### src/rtl/pic_pkg.sv
// Shared definitions for the 8259-style interrupt controller slice.
package pic_pkg;

    localparam int NUM_IR = 8;
    localparam logic [2:0] SPURIOUS_LEVEL = 3'd7;

    typedef enum logic [1:0] {
        ST_IDLE,
        ST_REQ,
        ST_ACK1,
        ST_ACK2
    } pic_state_t;

    function automatic logic [NUM_IR-1:0] levelToMask(input logic [2:0] level);
        return {{(NUM_IR-1){1'b0}}, 1'b1} << level;
    endfunction

endpackage

### src/rtl/priority_resolver.sv
// Fixed-priority resolver: lowest unmasked IRR index wins, but only if it
// outranks everything already in service (fully nested mode).
module priority_resolver
    import pic_pkg::*;
(
    input  logic [NUM_IR-1:0] irr,
    input  logic [NUM_IR-1:0] imr,
    input  logic [NUM_IR-1:0] isr,
    output logic              valid,
    output logic [2:0]        level
);

    logic [NUM_IR-1:0] w_req;
    logic              w_winValid;
    logic [2:0]        w_winLevel;
    logic              w_isrValid;
    logic [2:0]        w_isrLevel;

    always_comb begin
        w_req      = irr & ~imr;
        w_winValid = 1'b0;
        w_winLevel = 3'd0;
        w_isrValid = 1'b0;
        w_isrLevel = 3'd0;
        // Scan downward so the last hit is the lowest index.
        for (int i = NUM_IR - 1; i >= 0; i--) begin
            if (w_req[i]) begin
                w_winValid = 1'b1;
                w_winLevel = 3'(i);
            end
            if (isr[i]) begin
                w_isrValid = 1'b1;
                w_isrLevel = 3'(i);
            end
        end
        valid = w_winValid && (!w_isrValid || (w_winLevel < w_isrLevel));
        level = w_winLevel;
    end

endmodule

### src/rtl/interrupt_sequence_controller.sv
// Request latching, INT generation and the two-pulse INTA handshake that
// moves the winning request into service and presents its vector.
module interrupt_sequence_controller #(
    parameter bit AUTO_EOI = 1'b0,
    parameter int NUM_IR   = 8
) (
    input  logic              clk,
    input  logic              rst_neg,
    input  logic [NUM_IR-1:0] ir,
    input  logic              ltim,
    input  logic [NUM_IR-1:0] imr,
    input  logic [4:0]        vector_base,
    input  logic              inta_neg,
    input  logic              eoi_nonspecific,
    input  logic              eoi_specific,
    input  logic [2:0]        eoi_level,
    output logic              int_out,
    output logic [NUM_IR-1:0] irr,
    output logic [NUM_IR-1:0] isr,
    output logic [7:0]        vector_out,
    output logic              vector_oe
);

    import pic_pkg::*;

    pic_state_t        r_state;
    logic [2:0]        r_lvl;
    logic              r_spurious;
    logic              r_intOut;
    logic [7:0]        r_vectorOut;
    logic              r_vectorOe;
    logic [NUM_IR-1:0] r_irPrev;
    logic [NUM_IR-1:0] r_irr;
    logic [NUM_IR-1:0] r_isr;
    logic              r_intaPrev;

    logic              w_valid;
    logic [2:0]        w_level;
    logic              w_intaFall;
    logic              w_intaRise;
    logic [NUM_IR-1:0] w_ack1Set;
    logic [NUM_IR-1:0] w_eoiClr;
    logic [NUM_IR-1:0] w_autoClr;
    logic [NUM_IR-1:0] w_irrNext;
    logic [NUM_IR-1:0] w_isrNext;

    priority_resolver u_resolver (
        .irr   (r_irr),
        .imr   (imr),
        .isr   (r_isr),
        .valid (w_valid),
        .level (w_level)
    );

    assign w_intaFall = !inta_neg && r_intaPrev;
    assign w_intaRise = inta_neg && !r_intaPrev;
    assign w_ack1Set  = ((r_state == ST_REQ) && w_intaFall && w_valid) ? levelToMask(w_level) : '0;
    assign w_autoClr  = (AUTO_EOI && (r_state == ST_ACK2) && w_intaRise && !r_spurious)
                        ? levelToMask(r_lvl) : '0;

    // Specific EOI overrides a simultaneous non-specific one.
    always_comb begin
        w_eoiClr = '0;
        if (eoi_specific) begin
            w_eoiClr = levelToMask(eoi_level);
        end else if (eoi_nonspecific) begin
            w_eoiClr = r_isr & (~r_isr + 1'b1);
        end
    end

    // ACK1 clear beats a same-cycle new edge; ACK1 set beats a same-cycle EOI.
    assign w_irrNext = (ltim ? ir : (r_irr | (ir & ~r_irPrev))) & ~w_ack1Set;
    assign w_isrNext = (r_isr & ~w_eoiClr & ~w_autoClr) | w_ack1Set;

    always_ff @(posedge clk or negedge rst_neg) begin
        if (!rst_neg) begin
            r_irPrev   <= '0;
            r_intaPrev <= 1'b1;
            r_irr      <= '0;
            r_isr      <= '0;
        end else begin
            r_irPrev   <= ir;
            r_intaPrev <= inta_neg;
            r_irr      <= w_irrNext;
            r_isr      <= w_isrNext;
        end
    end

    always_ff @(posedge clk or negedge rst_neg) begin
        if (!rst_neg) begin
            r_state     <= ST_IDLE;
            r_lvl       <= 3'd0;
            r_spurious  <= 1'b0;
            r_intOut    <= 1'b0;
            r_vectorOut <= 8'd0;
            r_vectorOe  <= 1'b0;
        end else begin
            case (r_state)
                ST_IDLE: begin
                    if (w_valid) begin
                        r_state  <= ST_REQ;
                        r_intOut <= 1'b1;
                    end
                end
                ST_REQ: begin
                    // A request withdrawn before INTA is served as the spurious level.
                    if (w_intaFall) begin
                        r_state    <= ST_ACK1;
                        r_intOut   <= 1'b0;
                        r_lvl      <= w_valid ? w_level : SPURIOUS_LEVEL;
                        r_spurious <= !w_valid;
                    end
                end
                ST_ACK1: begin
                    if (w_intaFall) begin
                        r_state     <= ST_ACK2;
                        r_vectorOut <= {vector_base, r_lvl};
                        r_vectorOe  <= 1'b1;
                    end
                end
                ST_ACK2: begin
                    if (w_intaRise) begin
                        r_state    <= ST_IDLE;
                        r_vectorOe <= 1'b0;
                    end
                end
                default: r_state <= ST_IDLE;
            endcase
        end
    end

    assign int_out    = r_intOut;
    assign irr        = r_irr;
    assign isr        = r_isr;
    assign vector_out = r_vectorOut;
    assign vector_oe  = r_vectorOe;

endmodule

### config.mk
export PLATFORM = sky130hd
export DESIGN_NAME = interrupt_sequence_controller
export DESIGN_NICKNAME = d
export VERILOG_FILES = /design/src/rtl/pic_pkg.sv /design/src/rtl/priority_resolver.sv /design/src/rtl/interrupt_sequence_controller.sv
export SDC_FILE = /design/constraint.sdc
export NUM_CORES = 1
export LEC_CHECK = 0
export BUFFER_PORTS_ARGS = -buffer_cell sky130_fd_sc_hd__buf_2
export CORE_MARGIN = 2
export CORE_UTILIZATION = 35
export DETAILED_ROUTE_END_ITERATION = 16
export PLACE_DENSITY = 0.62
export SLEW_MARGIN = 20
export SYNTH_ARGS = -nofsm -noshare
export SYNTH_HDL_FRONTEND = slang
export SYNTH_SLANG_ARGS = --single-unit
### constraint.sdc
create_clock -name clk -period 3.3 [get_ports clk]
set_input_delay 0.165 -clock clk [delete_from_list [all_inputs] [get_ports clk]]
set_output_delay 0.165 -clock clk [all_outputs]
set_load 0.1 [all_outputs]
==> out/qor.yml <==
status:
  status: "finished, violations left"
  violations: "hold timing"
drt:
  ant_nets: 0
  vias: 1755
  wl_per_cell_um: 14.53
  first_pass_iters: 4
  via_per_inst: 5.177
  drt_iter0_drc: 80
  wl_um: 4926
  drc_errors: 0
clock_network:
  cts.sinks: 40
  insertion_delay_ns: 0.29
  cts_buffer_depth: 2
  numCtsBuffers: 5
  cts-root-buf: "clkbuf_8"
  cts-htree-levels: 2
  path_clk_slew_ns: 0.08
  cts_tree: "done"
cells_and_area:
  multi_input_area_um2: 1070
  fillers: 573
  design_area_um2: 2696
  diodes: 0
  final_nets: 300
  post-route-util_pct: 45.81
  area_growth_pct: 27.74
  regArea_um2: 1003
  drive_gt1_share_pct: 33.71
critical_path:
  crit_required_ns: 3.50
  crit_arrival_ns: 3.16
  critPathKind: "reg2reg"
  cp_cell_sequence: "nor2b_2 > a2111oi_4 > and2b_2 > ha_1 > a21oi_1 > a22o_1 > a31oi_4 > or4_4 > o31ai_4"
  cpMaxStageDelayCell: "or4_4"
  endpoint_kind: "register"
  slowest_delay_ns: 0.54
  crit_path_start_kind: "register"
  cp_max_fo: 7
sta:
  finalHoldViolCount: 15
  tightest_slew_ns: 0.8713
  finalSetupViolations: 0
  setup_tns_ns: 0
  fmax_mhz: 337.9
  finalCritPeriodShare_pct: 89.68
  relSlewSlack_pct: 41.91
  holdWs_ns: -0.007845
  skew_ns: 0.008024
  maxSlewViolCount: 0
  min_period_ns: 2.959
  rsz0062_at_grt: "false"
floorplanning:
  die_height_um: 81.66
  dieArea_um2: 6668
  ios: 56
  start_util_pct: 35.86
  num_rows: 28
  core-area_um2: 5886
  die_x_um: 81.66
synthesis:
  syn_area_per_cell_um2: 10.94
  syn_area_um2: 2111
  ys.flop_type: "dfrtp_1"
  yosys_warnings: 0
  synth_async_sr_flop_share_pct: 100.0
  synth-edff-count: 0
  synth_cell_type_count: 56
  syn_nets: 230
  ys_ff_latch: 40
  ys_seq_area_share_pct: 47.48
  netlist_instances: 193
global_route:
  grt_pass1_vias: 1747
  grt_use_total_pct: 16.06
  grt_pass1_wl_um: 8231
  gr-total-overflow: 0
  grt_max_degree: 41
  antenna_found_initial: 0
placed_design:
  place_area_um2: 2480
  dp_hpwl_um: 3660
  port_buffers: 55
  gp_congestion: 0.8669
power:
  p_leak_nw: 1.244
  power.density_nw_per_um2: 830.8
  vdd_drop_max_v: 0.0007645
run:
  maxCapViolations: 0
min_path:
  hp-class: "in2async"
[synth_stat cells, types with 2 or more instances]
library cell	instances	area, µm²
a21o_1	2	15.01
o2bb2ai_1	2	17.52
mux2_2	8	90.09
ha_1	7	87.58
o21ai_1	3	15.01
and2_1	2	12.51
o21ai_0	10	50.05
a21oi_1	16	80.08
a22o_1	3	26.28
nor3_1	6	30.03
nor2_1	7	26.28
nand2_1	12	45.04
o211ai_1	2	15.01
a21boi_0	6	45.04
or3_1	3	18.77
and2b_2	2	17.52
inv_1	7	26.28
nor4_1	4	25.02
nand2b_1	9	56.30
a2bb2oi_1	2	17.52
dfrtp_1	39	975.9
nand3_1	2	10.01
nor2b_1	6	37.54
[state kept, by name (all words and copies together) (netlist names)]
name        cells
int_out         1
r_irPrev        8
r_state         2
vector_oe       1
r_intaPrev      1
r_lvl           3
isr             8
irr             8
vector_out      8
[cell type report]
class,count,area share [%]
Sequential cell,40,37.22
Tap cell,75,3.480
Inverter,8,1.114
Multi-Input combinational cell,143,39.68
Clock inverter,1,1.114
Clock buffer,7,3.573
Timing Repair Buffer,65,13.83
[report_power, final]
group	switching, mW	total, mW	internal (mW)
combinational	0.840	1.12	0.284
clock	0.171	0.438	0.267
sequential	0.0759	0.678	0.602
[worst paths after layout]
kind | slack, ns | startpoint | cells after the start | endpoint
setup / recovery | 0.34 | irr[0] | 9 | isr[0]
hold / removal | -0.008 | rst_neg | 1 | r_lvl[2]
setup reg to reg | 0.34 | irr[0] | 9 | isr[0]
hold reg to reg | 0.49 | r_lvl[0] | 2 | r_lvl[0]
max in group asynchronous | 2.72 | rst_neg | 1 | irr[0]
min in group clk | 0.11 | vector_base[1] | 2 | vector_out[4]
[what timing repair did]
item / 4_1_cts / 5_1_grt
endpoints found under the hold margin: 8 / 1
hold buffers: 8 / 1
gates resized for setup: 0 / 0
buffers inserted: 0 / 0
[kinds of logic after synthesis]
kind of cell | Yosys count | share of synthesized area (%)
flip-flops | 40 | 47.48
buffers and inverters | 10 | 1.837
adder cells (fa/ha/maj) | 7 | 4.149
AND/OR/NAND/NOR | 65 | 18.97
AO/OA/AOI/OAI | 61 | 22.29
multiplexers | 10 | 5.276
[critical path, delay by kind of cell, from the launching register on]
| family | cells | cell delay (ns) |
|---|---|---|
| AOI/OAI and AO/OA | 5 | 1.17 |
| adders and majority gates | 1 | 0.27 |
| DFF | 1 | 0.42 |
| and+or+nand+nor | 3 | 1.01 |
[per-stage QoR]
| stage | setup WS, ns | instances | total power [mW] |
|---|---|---|---|
| after global routing | 0.2020 | 339 | 2.365 |
| after floorplan | 0.007681 | 193 | 1.601 |
| final | 0.3407 | 339 | 2.240 |
| after detailed placement | 0.3647 | 322 | 1.809 |
| after global placement | 0.4339 | 322 | 1.799 |
| after CTS | 0.3408 | 338 | 2.261 |
[routing by layer]
layer	up-vias	share of wire [%]	global-route usage [%]
met5	-	0	0
met4	0	1.7	5.500
met3	6	5.4	3.297
met2	55	46	26.72
met1	850	47	20.82
li1	844	-	-
[cells in the final DEF, fill, tap and decap left out, types with 2 or more instances in the layout]
master / synthesis / routed
ha_1: 7 / 7
o21ai_0: 10 / 10
a21oi_1: 16 / 16
clkbuf_8: 0 / 7
a2bb2oi_1: 2 / 2
nand2b_1: 9 / 9
mux2_2: 8 / 8
nor2_1: 7 / 7
nand2_1: 12 / 12
a22o_1: 3 / 3
nand3_1: 2 / 2
nor4_1: 4 / 4
a21o_1: 2 / 2
o21ai_1: 3 / 3
a21boi_0: 6 / 6
dlygate4sd3_1: 0 / 9
buf_2: 1 / 55
o2bb2ai_1: 2 / 2
inv_1: 7 / 7
nor3_1: 6 / 6
and2_1: 2 / 2
or3_1: 3 / 3
nor2b_1: 6 / 6
dfrtp_1: 39 / 38
and2b_2: 2 / 2
o211ai_1: 2 / 2
No activity file was read; power rests on OpenSTA's default activity.
